===== config.mk =====
export PLATFORM = sky130hd
export DESIGN_NAME = delay_sequencer_flat
export DESIGN_NICKNAME = d
export VERILOG_FILES = /design/src/rtl/delay_pkg.sv /design/src/rtl/delay_sequencer_if.sv /design/src/rtl/delay_fifo.sv /design/src/rtl/delay_sequencer.sv /design/src/flat_wrapper.sv
export SDC_FILE = /design/constraint.sdc
export NUM_CORES = 1
export LEC_CHECK = 0
export CORE_ASPECT_RATIO = 1.4
export CORE_UTILIZATION = 59
export DETAILED_ROUTE_END_ITERATION = 12
export PLACE_DENSITY = 0.79
export SYNTH_ARGS = -nofsm -noshare
export SYNTH_HDL_FRONTEND = slang
export SYNTH_SLANG_ARGS = --single-unit

===== constraint.sdc =====
create_clock -name clock_in -period 3.5 [get_ports clock_in]
set_input_delay 0.875 -clock clock_in [delete_from_list [all_inputs] [get_ports clock_in]]
set_output_delay 0.875 -clock clock_in [all_outputs]
set_load 0.1 [all_outputs]

===== src/rtl/delay_pkg.sv =====
// Shared types and sizing helpers for the delay sequencer and its entry FIFO.
package delay_pkg;

   typedef enum logic [0:0] {StIdle, StActive} seq_state_e;

   function automatic int unsigned counts_per_unit(input int unsigned clk_mhz,
                                                   input int unsigned unit_us);
      return clk_mhz * unit_us;
   endfunction

   // Entry layout: {mark, delay[width-1:0]}, mark sits in the MSB.
   function automatic int unsigned entry_width(input int unsigned width);
      return width + 1;
   endfunction

   function automatic int unsigned level_width(input int unsigned depth);
      return $clog2(depth + 1);
   endfunction

   function automatic int unsigned presc_width(input int unsigned cpu);
      return (cpu > 1) ? $clog2(cpu) : 1;
   endfunction

endpackage


===== src/rtl/delay_sequencer_if.sv =====
// Push handshake, control and status bundle of the delay sequencer.
interface delay_sequencer_if
   import delay_pkg::*;
#(
   parameter int unsigned WIDTH = 16,
   parameter int unsigned DEPTH = 4
);
   logic                            enable_in;
   logic                            flush_in;
   logic [WIDTH-1:0]                delay_in;
   logic                            mark_in;
   logic                            delay_valid_in;
   logic                            delay_ready_out;
   logic [level_width(DEPTH)-1:0]   level_out;
   logic                            busy_out;
   logic                            mark_out;
   logic                            done_out;

   modport master (
      output enable_in, flush_in, delay_in, mark_in, delay_valid_in,
      input  delay_ready_out, level_out, busy_out, mark_out, done_out
   );

   modport slave (
      input  enable_in, flush_in, delay_in, mark_in, delay_valid_in,
      output delay_ready_out, level_out, busy_out, mark_out, done_out
   );
endinterface


===== src/rtl/delay_fifo.sv =====
// Synchronous entry FIFO with level/full/empty, async reset and sync flush.
module delay_fifo
   import delay_pkg::*;
#(
   parameter int unsigned DATA_WIDTH = 17,
   parameter int unsigned DEPTH      = 4
) (
   input  logic                          clock_in,
   input  logic                          reset_in,
   input  logic                          flush,
   input  logic                          push,
   input  logic [DATA_WIDTH-1:0]         push_data,
   input  logic                          pop,
   output logic [DATA_WIDTH-1:0]         pop_data,
   output logic [level_width(DEPTH)-1:0] level,
   output logic                          full,
   output logic                          empty
);
   localparam int unsigned AW = $clog2(DEPTH);
   localparam int unsigned LW = level_width(DEPTH);

   logic [AW-1:0]         wr_ptr_q, rd_ptr_q;
   logic [LW-1:0]         level_q;
   logic [DATA_WIDTH-1:0] mem_q [DEPTH];
   logic                  do_push, do_pop;

   assign do_push = push && !full;
   assign do_pop  = pop && !empty;

   always_ff @(posedge clock_in or posedge reset_in) begin
      if (reset_in) begin
         wr_ptr_q <= '0;
         rd_ptr_q <= '0;
         level_q  <= '0;
      end else if (flush) begin
         wr_ptr_q <= '0;
         rd_ptr_q <= '0;
         level_q  <= '0;
      end else begin
         if (do_push) wr_ptr_q <= wr_ptr_q + AW'(1);
         if (do_pop)  rd_ptr_q <= rd_ptr_q + AW'(1);
         if (do_push && !do_pop)      level_q <= level_q + LW'(1);
         else if (do_pop && !do_push) level_q <= level_q - LW'(1);
      end
   end

   // Storage needs no reset; pointers define validity.
   always_ff @(posedge clock_in) begin
      if (do_push && !flush) mem_q[wr_ptr_q] <= push_data;
   end

   assign pop_data = mem_q[rd_ptr_q];
   assign level    = level_q;
   assign full     = (level_q == LW'(DEPTH));
   assign empty    = (level_q == '0);
endmodule


===== src/rtl/delay_sequencer.sv =====
// Queued delay player: FIFO of (delay, mark) entries replayed back to back.
module delay_sequencer
   import delay_pkg::*;
#(
   parameter int unsigned WIDTH          = 16,
   parameter int unsigned UNIT_COUNTS_US = 10,
   parameter int unsigned CLK_MHZ        = 8,
   parameter int unsigned DEPTH          = 4
) (
   input logic               clock_in,
   input logic               reset_in,
   delay_sequencer_if.slave  bus
);
   localparam int unsigned CPU = counts_per_unit(CLK_MHZ, UNIT_COUNTS_US);
   localparam int unsigned PW  = presc_width(CPU);
   localparam int unsigned EW  = entry_width(WIDTH);
   localparam int unsigned LW  = level_width(DEPTH);
   localparam logic [PW-1:0] PRESC_RELOAD = PW'(CPU - 1);

   seq_state_e       state_q;
   logic [WIDTH-1:0] units_q;
   logic [PW-1:0]    presc_q;
   logic             busy_q, mark_q, done_q;

   logic [EW-1:0]    head;
   logic [LW-1:0]    fifo_level;
   logic             fifo_full, fifo_empty;
   logic             fifo_push, fifo_pop, complete;

   // Zero-delay entries complete the handshake but never enter the FIFO.
   assign fifo_push = bus.delay_valid_in && !fifo_full && !bus.flush_in &&
                      (bus.delay_in != '0);
   assign complete  = (state_q == StActive) && bus.enable_in &&
                      (units_q == WIDTH'(1)) && (presc_q == '0);
   assign fifo_pop  = bus.enable_in && !fifo_empty && !bus.flush_in &&
                      ((state_q == StIdle) || complete);

   delay_fifo #(
      .DATA_WIDTH (EW),
      .DEPTH      (DEPTH)
   ) u_fifo (
      .clock_in  (clock_in),
      .reset_in  (reset_in),
      .flush     (bus.flush_in),
      .push      (fifo_push),
      .push_data ({bus.mark_in, bus.delay_in}),
      .pop       (fifo_pop),
      .pop_data  (head),
      .level     (fifo_level),
      .full      (fifo_full),
      .empty     (fifo_empty)
   );

   always_ff @(posedge clock_in or posedge reset_in) begin
      if (reset_in) begin
         state_q <= StIdle;
         units_q <= '0;
         presc_q <= '0;
         busy_q  <= 1'b0;
         mark_q  <= 1'b0;
         done_q  <= 1'b0;
      end else if (bus.flush_in) begin
         state_q <= StIdle;
         units_q <= '0;
         presc_q <= '0;
         busy_q  <= 1'b0;
         mark_q  <= 1'b0;
         done_q  <= 1'b0;
      end else begin
         done_q <= complete;
         // A pop covers both the idle start and the seamless follow-on load.
         if (fifo_pop) begin
            state_q <= StActive;
            units_q <= head[WIDTH-1:0];
            presc_q <= PRESC_RELOAD;
            busy_q  <= 1'b1;
            mark_q  <= head[WIDTH];
         end else if ((state_q == StActive) && bus.enable_in) begin
            if (complete) begin
               state_q <= StIdle;
               busy_q  <= 1'b0;
               mark_q  <= 1'b0;
            end else if (presc_q == '0) begin
               units_q <= units_q - WIDTH'(1);
               presc_q <= PRESC_RELOAD;
            end else begin
               presc_q <= presc_q - PW'(1);
            end
         end
      end
   end

   assign bus.delay_ready_out = !fifo_full;
   assign bus.level_out       = fifo_level;
   assign bus.busy_out        = busy_q;
   assign bus.mark_out        = mark_q;
   assign bus.done_out        = done_q;
endmodule

===== src/flat_wrapper.sv =====
// flat-port wrapper written by rule: the top's interface ports become plain ports
module delay_sequencer_flat import delay_pkg::*;
#(
   parameter int unsigned WIDTH          = 16,
   parameter int unsigned UNIT_COUNTS_US = 10,
   parameter int unsigned CLK_MHZ        = 8,
   parameter int unsigned DEPTH          = 4
)
  (clock_in, reset_in, bus_enable_in, bus_flush_in, bus_delay_in, bus_mark_in, bus_delay_valid_in, bus_delay_ready_out, bus_level_out, bus_busy_out, bus_mark_out, bus_done_out);
  delay_sequencer_if #(.WIDTH(WIDTH), .DEPTH(DEPTH)) bus_i ();
  input logic clock_in;
  input logic reset_in;
  input wire logic [$bits(bus_i.enable_in)-1:0] bus_enable_in;
  input wire logic [$bits(bus_i.flush_in)-1:0] bus_flush_in;
  input wire logic [$bits(bus_i.delay_in)-1:0] bus_delay_in;
  input wire logic [$bits(bus_i.mark_in)-1:0] bus_mark_in;
  input wire logic [$bits(bus_i.delay_valid_in)-1:0] bus_delay_valid_in;
  output wire logic [$bits(bus_i.delay_ready_out)-1:0] bus_delay_ready_out;
  output wire logic [$bits(bus_i.level_out)-1:0] bus_level_out;
  output wire logic [$bits(bus_i.busy_out)-1:0] bus_busy_out;
  output wire logic [$bits(bus_i.mark_out)-1:0] bus_mark_out;
  output wire logic [$bits(bus_i.done_out)-1:0] bus_done_out;
  assign bus_i.enable_in = bus_enable_in;
  assign bus_i.flush_in = bus_flush_in;
  assign bus_i.delay_in = bus_delay_in;
  assign bus_i.mark_in = bus_mark_in;
  assign bus_i.delay_valid_in = bus_delay_valid_in;
  assign bus_delay_ready_out = bus_i.delay_ready_out;
  assign bus_level_out = bus_i.level_out;
  assign bus_busy_out = bus_i.busy_out;
  assign bus_mark_out = bus_i.mark_out;
  assign bus_done_out = bus_i.done_out;
  delay_sequencer #(.WIDTH(WIDTH), .UNIT_COUNTS_US(UNIT_COUNTS_US), .CLK_MHZ(CLK_MHZ), .DEPTH(DEPTH)) u_core (.clock_in(clock_in), .reset_in(reset_in), .bus(bus_i));
endmodule

==> Flow_metrics.wiki <==
{| class="wikitable"
! Metric !! Value
|-
| Status || finished, final reports clean
|-
| Maximum clock rate || about 320 MHz
|-
| Worst rel slew slack || 0.427
|-
| Area after detailed placement || 5090 um2
|-
| Synthesized area per cell || ~14 um2
|-
| Critical path class || register to register
|-
| Total negative slack || 0 ns
|-
| Number of placed instances with taps included || around 460
|-
| Die extent in y || 107 um
|-
| Final net count || 408
|-
| Final period demand of the worst path || 3.12 ns
|-
| Hold-fix buffers at CTS || 0
|-
| Clk Latency, worst-skew pair || about 0.37 ns
|-
| Min-Delay Path Class || register to register
|-
| Global-route met3 utilization || 0.0485
|-
| Element type at the critical path start || register
|-
| Wire length of the first global-routing pass || approximately 15,000 um
|-
| Final HPWL DP || about 6100 um
|-
| Unrepaired setup endpoints after global routing || false
|-
| Setup slack of the worst register-to-register path || approximately 0.38 ns
|-
| Clock transition at the registers of the reported paths || ~0.090 ns
|-
| CP max stage delay || approximately 0.51 ns
|-
| Count of flip-flops with a built-in enable after synthesis || around 70
|-
| Worst-path cell chain || inv_1, ha_1, or4b_1, or3_1, o31ai_4, buf_4, and2_1, mux2_2, o311ai_0
|-
| Filler cells || 540
|-
| Tightest Pin Transition || ~0.86 ns
|-
| Worst path arrival time || 3.37 ns
|-
| Initial antenna violation count || 0
|-
| Global-route layer with the greatest usage || met2
|-
| Antenna Cells || 0
|-
| Post-route clock period utilization || 0.890
|-
| Most used DFF post-synth || edfxtp_1
|-
| Wire length after detailed routing || roughly 9000 um
|-
| Root Buffer Master || clkbuf_8
|-
| Vias after detailed routing || ~3,000
|-
| Register area share after synthesis || 0.617
|-
| Pin count of the biggest net entering global routing || 34
|-
| Count of cells resized by post-cts repair || 0
|-
| Initial DRC Count || between 200 and 300
|-
| Number of endpoints with negative hold slack in the final report || 0
|-
| Port buffer count || 28
|-
| Worst-path cell with the longest stage delay || or4b_1
|-
| Share of cells above drive strength 1 || 0.178
|-
| Synthesized flop and latch total || between 100 and 150
|-
| Initial DRT Pass Iterations || 5
|-
| Yosys warning count || 0
|-
| TritonCTS clock tree || done
|-
| Final weighted congestion in routability-driven placement || ~0.9
|-
| Routed length per placed instance || 18.5 um
|-
| Via count of the first global-routing pass || ~3,000
|-
| Number of vias per cell || between 6 and 7
|-
| Number of setup buffers added after CTS || 0
|-
| Antenna Nets Post-Route || 0
|-
| Overall die area || 8240 um2
|-
| Final setup skew || ~0.0065 ns
|-
| Number of endpoints failing setup at the final stage || 0
|-
| Total power || just under 4 mW
|-
| Post-layout instance count excluding filler cells || between 400 and 500
|-
| Net count after synthesis || between 300 and 400
|-
| Pre-CTS setup slack || between 0.15 and 0.2 ns
|-
| Max-cap check violation count || 0
|-
| Maximum fanout encountered on the critical timing path || 12
|-
| Worst setup EP type || register
|-
| Worst hold margin || about 0.52 ns
|-
| Maximum vdd drop || between 400 and 500 uV
|-
| Cell count after synthesis || roughly 340
|-
| Leak || between 1.5 and 2 nW
|-
| Footprint of the multi-input gates || 1630 um2
|-
| Worst-case clock buffer depth || 2
|-
| Placeable core region || 7500 um2
|-
| Required time worst endpoint || ~3.8 ns
|-
| Sequential Area || 2870 um2
|-
| Met1 layer usage reported by global route || 0.291
|-
| Width of the chip || 77.0 um
|-
| Number of buffers created by CTS || 9
|-
| Fraction of registers with async set/reset || 0.327
|-
| Number of top-level design ports || 29
|-
| DRC viols || 0
|-
| Final Util || 0.707
|-
| Fin area || ~5300 um2
|-
| Max-slew violations || 0
|-
| P&R area growth vs syn || 14.2%
|-
| Level count of the clock H-tree || 3
|-
| Total clock sinks || about 100
|-
| Initial core utilization || 0.619
|-
| Remaining global-route overflow || 0
|-
| Met2 Resource Use GR || 0.404
|-
| Crit path setup slack, layout || around 0.38 ns
|-
| Power density over cell area || 744 nW/um2
|-
| Count of standard-cell rows || 37
|-
| Global router's overall resource usage || 0.237
|-
| Synthesized area || 4640 um2
|-
| Number of distinct standard cells referenced by the synthesized netlist || between 50 and 60
|}
==> power by group <==
group / switching [mW] / internal (mW) / leakage, nW
clock: 0.384 / 0.403 / 0.107
combinational: 0.912 / 0.609 / 0.764
sequential: 0.181 / 1.46 / 1.05
total: 1.48 / 2.47 / 1.92
==> registers in the layout, summed over array words and instances (netlist names) <==
register	count
u_core.u_fifo.wr_ptr_q	2
u_core.state_q	1
u_core.presc_q	7
u_core.u_fifo.mem_q	68
u_core.bus.mark_out	1
u_core.units_q	16
u_core.u_fifo.level	3
u_core.u_fifo.rd_ptr_q	2
u_core.bus.done_out	1
==> worst max-delay path, delay by kind of cell (launching register included) <==
kind                     cells  cell delay, ns
multiplexers                 1            0.38
adder cells (fa/ha/maj)      1            0.20
AND/OR/NAND/NOR              3            1.32
AO/OA/AOI/OAI                2            0.39
flip-flops                   1            0.42
buffers and inverters        2            0.29
==> cell usage in the layout (no fill, tap or decap), types with 2 or more instances in the layout <==
master | Yosys | final
o21ai_0 | 7 | 7
buf_4 | 1 | 26
a31oi_1 | 4 | 4
nor4_1 | 8 | 8
edfxtp_1 | 68 | 68
ha_1 | 7 | 7
mux2_2 | 2 | 2
dfrtp_1 | 33 | 33
and4b_1 | 2 | 2
nand3_1 | 4 | 3
o311ai_0 | 4 | 4
nor3_1 | 9 | 9
o211ai_1 | 13 | 13
mux2i_1 | 11 | 11
or2_2 | 3 | 3
clkdlybuf4s50_1 | 0 | 21
and2_1 | 8 | 8
bufinv_16 | 0 | 2
a21o_1 | 2 | 2
or3_1 | 6 | 6
o2bb2ai_1 | 2 | 2
nor2_1 | 15 | 15
o31ai_1 | 3 | 3
clkbuf_8 | 0 | 9
nand4_1 | 2 | 2
o22ai_1 | 5 | 5
clkinv_2 | 0 | 2
a211oi_1 | 3 | 3
inv_1 | 15 | 15
xnor2_1 | 3 | 3
nand2b_1 | 3 | 3
a311oi_1 | 2 | 2
mux4_2 | 17 | 17
nand2_1 | 20 | 20
a21oi_1 | 20 | 20
or4_1 | 3 | 3
==> Yosys cell counts (3+ instances only) <==
library cell	count	area (um2)
nand2_1	20	75.1
ha_1	7	87.6
o22ai_1	5	31.3
nor4_1	8	50.1
nor2_1	15	56.3
nor3_1	9	45.0
nand2b_1	3	18.8
clkbuf_1	8	30.0
o31ai_1	3	22.5
a211oi_1	3	22.5
a21oi_1	20	100
or3_1	6	37.5
or2_2	3	18.8
or4_1	3	22.5
and2_1	8	50.1
o21ai_0	7	35.0
o211ai_1	13	97.6
nand3_1	4	20.0
mux2i_1	11	110
inv_1	15	56.3
buf_2	4	20.0
dfrtp_1	33	826
edfxtp_1	68	2040
mux4_2	17	383
o311ai_0	4	35.0
xnor2_1	3	26.3
a31oi_1	4	25.0
==> final timing paths <==
| kind | startpoint | to | cells after the start |
|---|---|---|---|
| max | u_core.presc_q[0]$_DFFE_PP0P_ | u_core.units_q[5]$_DFFE_PP0P_ | 9 |
| min | u_core.presc_q[0]$_DFFE_PP0P_ | u_core.presc_q[0]$_DFFE_PP0P_ | 1 |
| min in group asynchronous | reset_in | u_core.u_fifo.wr_ptr_q[0]$_DFFE_PP0P_ | 3 |
| min reg2reg | u_core.presc_q[0]$_DFFE_PP0P_ | u_core.presc_q[0]$_DFFE_PP0P_ | 1 |
| max in group asynchronous | reset_in | u_core.units_q[6]$_DFFE_PP0P_ | 3 |
| max reg2reg | u_core.presc_q[0]$_DFFE_PP0P_ | u_core.units_q[5]$_DFFE_PP0P_ | 9 |
==> kinds of logic after synthesis <==
group | synth area share
DFF | 0.617
and+or+nand+nor | 0.103
buffers and inverters | 0.0318
xor gates and xnor gates | 0.00754
adders and majority gates | 0.0232
AOI/OAI and AO/OA | 0.106
muxes | 0.111
==> per-layer routing <==
layer,share of wire,vias to the layer above
met4,0.018,0
met1,0.41,1467
met2,0.52,103
li1,-,1394
met5,0,-
met3,0.053,13
==> cell type report <==
class | instances | area share
clock inverters | 6 | 0.0163
repair buffers | 47 | 0.0765
clock buffers | 10 | 0.0241
multi-input cells | 203 | 0.308
well taps | 97 | 0.0229
inverters | 16 | 0.0113
flip-flops and latches | 101 | 0.541
No activity file was read; power rests on OpenSTA's default activity.
==> patch 1, RTL diff (same settings) <==
`CLK_MHZ` is set to 8 in 2 places; all go to 16.
--- a/src/rtl/delay_sequencer.sv
+++ b/src/rtl/delay_sequencer.sv
@@ -6,3 +6,3 @@
    parameter int unsigned UNIT_COUNTS_US = 10,
-   parameter int unsigned CLK_MHZ        = 8,
+   parameter int unsigned CLK_MHZ        = 16,
    parameter int unsigned DEPTH          = 4
--- a/src/flat_wrapper.sv
+++ b/src/flat_wrapper.sv
@@ -5,3 +5,3 @@
    parameter int unsigned UNIT_COUNTS_US = 10,
-   parameter int unsigned CLK_MHZ        = 8,
+   parameter int unsigned CLK_MHZ        = 16,
    parameter int unsigned DEPTH          = 4
Behaviour: no difference found for any inputs over 4 cycles, from zero or initial values and one cycle with reset_in high; that may be too few to reach the edited logic, so the function may still have changed.
==> patch 1 against the original RTL <==
- routed wire length rose by 18%
- design area rose by 4.8%
- sequential share of layout area fell by 2.0 points
- worst setup slack got worse by 180 ps
- area after synthesis rose by 4.8%
- first-iteration DRC count rose by 68%
- total power rose by 13%
- sequential power rose by 2%
- sequential cell count rose by 1
==> patch 1: results (changes against the original RTL) <==
Final layout
  – Layout filler cell count: 553 (+2.4%)
  – Regs by FF count: u_core.u_fifo.mem_q x68, u_core.units_q x16, u_core.presc_q x8
  – Nets: 441 (+8.1%)
  – Layout cells sized above 1: 20.7% (+3.0 points)

Worst setup path
  – Max FO, Critical Path: 5 (-7)
  – Arr. time, crit path: 3580 ps (+210 ps)

Power and ir drop
  – VDD IR max: 0.507 mV (+17%)
  – Leakage power total: 2.06 nW (+7.2%)
  – Total power: 0.00445 W (+13%)
  – P_int: 0.00259 W (+5.0%)
  – Comb pwr share: 46.1% (+7.6 points)

Synthesis
  – Asr flop ratio synth: 33.3% (+0.66 points)
  – Syn_nets: 394 (+7.4%)
  – Yosys cell types: 65 (+25%)
  – List of most frequent post-synthesis cells: edfxtp_1, dfrtp_1, nor2_1, a21oi_1, nand2_1
  – Synth area leaders: edfxtp_1, dfrtp_1, mux4_2

Detailed routing
  – M1 WL: 4.12 mm (+15%)
  – Via count: 3356 (+13%)
  – Met3 Wirelength: 444 um (-4.9%)
  – Met2 WL: 5.53 mm (+19%)
  – First-pass iteration count of the detailed router: 6 (+1)
  – 1st-iter DRT viols: 446 (+68%)

Status
  – Outcome: complete, no violations

GRT
  – Global-route wire length before repair: 17.0 mm (+16%)
  – Total Routing Usage GR: 27.0% (+3.2 points)
  – GR Util met1: 31.5% (+2.4 points)
  – GRT met3 Usage: 5.81% (+0.96 points)
  – Largest net degree at the start of global routing: 35 (+2.9%)
  – Grt met2 use: 46.3% (+5.8 points)
  – Vias in the first global route: 3357 (+12%)

Timing
  – Slew @ Worst Pin: 1130 ps (+271 ps)
  – Clk_skew: 13.5 ps (+7.01 ps)

Placement
  – Dpl ws: -77.4 ps (-231 ps)
  – Post-DP HPWL: 7.18 mm (+18%)
  – GP Congestion: 0.901 (-2.1%)

Clock tree
  – Clk buf depth: 2 (unchanged)
patch 1: final cells by class:
| type | instances | area, um2 | area share, % |
|---|---|---|---|
| flip-flops and latches | 102 | 2900 | 52.1 |
| repair buffers | 52 | 443 | 7.97 |
| multi-input cells | 230 | 1850 | 33.3 |
| inverters | 15 | 56.3 | 1.01 |
| clock inverters | 7 | 65.1 | 1.17 |
| clock buffers | 9 | 124 | 2.23 |
| well taps | 100 | 125 | 2.25 |
patch 1: final timing paths:
kind / startpoint / to / slack, ps / cells past startpoint
max in group asynchronous: reset_in / u_core.u_fifo.level[2] / 2240 / 3
min in group asynchronous: reset_in / u_core.units_q[12] / 890 / 3
setup / recovery: bus_delay_in[3] / u_core.u_fifo.level[2] / 200 / 8
setup reg to reg: u_core.presc_q[0] / u_core.u_fifo.level[2] / 530 / 9
hold reg to reg: u_core.presc_q[3] / u_core.presc_q[3] / 540 / 1
hold / removal: u_core.presc_q[3] / u_core.presc_q[3] / 540 / 1
patch 1: critical path: stages:
cell and delay (ps):
clkdlybuf4s50_1 470, nor4_1 440, nand4_1 330, and2_1 250
a21boi_2 170, fa_1 430, or4b_1 520, o311ai_1 100
patch 1: kinds of logic after synthesis:
kind of cell             Yosys count  synth area share [%]
AO/OA/AOI/OAI                     85                  12.8
XOR/XNOR                           2                 0.360
multiplexers                      23                  9.12
flip-flops                       102                  59.4
adder cells (fa/ha/maj)            9                  2.47
buffers and inverters             31                  2.67
AND/OR/NAND/NOR                  111                  13.2
patch 1: stage by stage:
| step | instance area, um2 | setup TNS [ps] | instances |
|---|---|---|---|
| after floorplan | 4880 | 0 | 363 |
| after global placement | 5370 | 0 | 499 |
| after detailed placement | 5370 | -77.4 | 499 |
| after CTS | 5560 | 0 | 515 |
| after global routing | 5560 | 0 | 515 |
| final | 5560 | 0 | 515 |
==> patch 2, RTL diff (config.mk and constraints unchanged) <==
Made on the original files. Make the reset (`reset_in`) synchronous in 2 clocked blocks. Comments in the files are not updated.
--- a/src/rtl/delay_fifo.sv
+++ b/src/rtl/delay_fifo.sv
@@ -29,3 +29,3 @@
 
-   always_ff @(posedge clock_in or posedge reset_in) begin
+   always_ff @(posedge clock_in) begin
       if (reset_in) begin
--- a/src/rtl/delay_sequencer.sv
+++ b/src/rtl/delay_sequencer.sv
@@ -53,3 +53,3 @@
 
-   always_ff @(posedge clock_in or posedge reset_in) begin
+   always_ff @(posedge clock_in) begin
       if (reset_in) begin
Check against the original RTL: differs if reset_in is asserted again (counterexample within 4 cycles, from zero or initial values and one cycle with reset_in high); with reset_in held inactive, the same outputs for 4 cycles.
==> patch 2 against the original RTL <==
- core utilization shrank 1.3 points
- area after synthesis shrank 4.6%
- design area shrank 4.3%
- sequential cell count grew 2
- worst setup slack gained 28 ps
- fmax grew 0.91%
- routed wire length shrank 3.7%
- critical path depth grew 1
- synthesized cell count shrank 2.1%
- worst hold slack lost 36 ps
- die area shrank 4.5%
Power is not compared: it rests on default switching activity, and its combinational part moved more than twofold at a synthesized area within 25%.
==> patch 2: results (changes against the original RTL) <==
GRT
  – Grt met2 use: 40.1% (-0.34 points)
  – GRT met3 Usage: 4.73% (-0.13 points)
  – Global-route wire length before repair: 13.6 mm (-6.8%)
  – Largest net degree at the start of global routing: 31 (-8.8%)
  – Total Routing Usage GR: 24.0% (+0.28 points)
  – Vias in the first global route: 2912 (-2.9%)
  – GR Util met1: 29.6% (+0.49 points)

Synthesis
  – Multiplexer share of the synthesized area: 9.55% (-1.6 points)
  – Post-synthesis xor/xnor area fraction: 2.77% (+2.0 points)
  – Asr flop ratio synth: 0% (-33 points)
  – Sequential area share after synthesis: 61.9% (+0.16 points)
  – Syn_nets: 361 (-1.6%)
  – Adder-cell area share of the yosys netlist: 2.71% (+0.39 points)
  – Complex-gate fraction of the synthesized area: 8.19% (-2.4 points)
  – Yosys cell types: 51 (-1.9%)
  – Synth area leaders: edfxtp_1, dfxtp_1, mux4_2

Final layout
  – Nets: 397 (-2.7%)
  – # clk buffers: 9 (-1)
  – Layout cells sized above 1: 15.9% (-1.9 points)
  – Layout filler cell count: 555 (+2.8%)
  – Count of non-CTS inverters in the layout: 10 (-6)
  – Clock-cell share: 4.46% (+0.43 points)
  – Count of multi-input gates: 201 (-0.99%)
  – Multi-input gate share of total cell area: 31.2% (+0.41 points)

Hold path
  – Hold path depth: 2 (+1)
  – Worst hold endpoint: u_core.units_q[11]
  – Hold Path Origin: u_core.units_q[11]

Detailed routing
  – First-pass iteration count of the detailed router: 4 (-1)
  – 1st-iter DRT viols: 208 (-22%)
  – Met2 WL: 4.50 mm (-3.0%)
  – Routed WL: 8.54 mm (-3.7%)

Worst setup path
  – Worst r2r src: u_core.presc_q[0]
  – Max FO, Critical Path: 5 (-7)
  – Arr. time, crit path: 3390 ps (+20 ps)
  – CP startpoint: bus_delay_in[9]
  – Reg-to-reg setup timing slack: 770 ps (+390 ps)
  – Worst setup endpoint: u_core.u_fifo.level[2]

Power and ir drop
  – Clk pwr share: 35.2%
  – VDD IR max: 0.570 mV

Placement
  – GP Congestion: 0.867 (-5.8%)

Timing
  – Relative max-transition margin: 43.8% (+1.1 points)
  – Final hold slack: 488 ps (-35.6 ps)

Status
  – Outcome: complete, no violations
-- patch 2: changes by cell type in the layout (fill, tap and decap cells not counted), moves of 6 or more --
cell / change
o21ai_0: +10
xnor2_1: +6
nand2_1: -7
o211ai_1: -13
mux2i_1: -7
buf_4: -6
dfrtp_1: -33
nor2_1: +6
dfxtp_1: +33
inv_1: -6
-- patch 2: per-stage QoR --
stage / instance area, um2 / power (W) / setup slack [ps]
after floorplan: 4440 / 0.00148 / 159
after CTS: 5080 / 0.00236 / 435
final: 5080 / 0.00235 / 412
after detailed placement: 4850 / 0.00155 / 63.6
after global placement: 4850 / 0.00154 / 94.8
after global routing: 5080 / 0.00242 / 292
-- patch 2: worst max-delay path, cell delays in order --
cell	delay (ps)
clkdlybuf4s50_1	470
nor4_1	590
nand4_1	220
and4b_1	260
ha_1	220
inv_1	70
fa_1	170
xor2_1	70
or3_1	310
a21oi_1	140
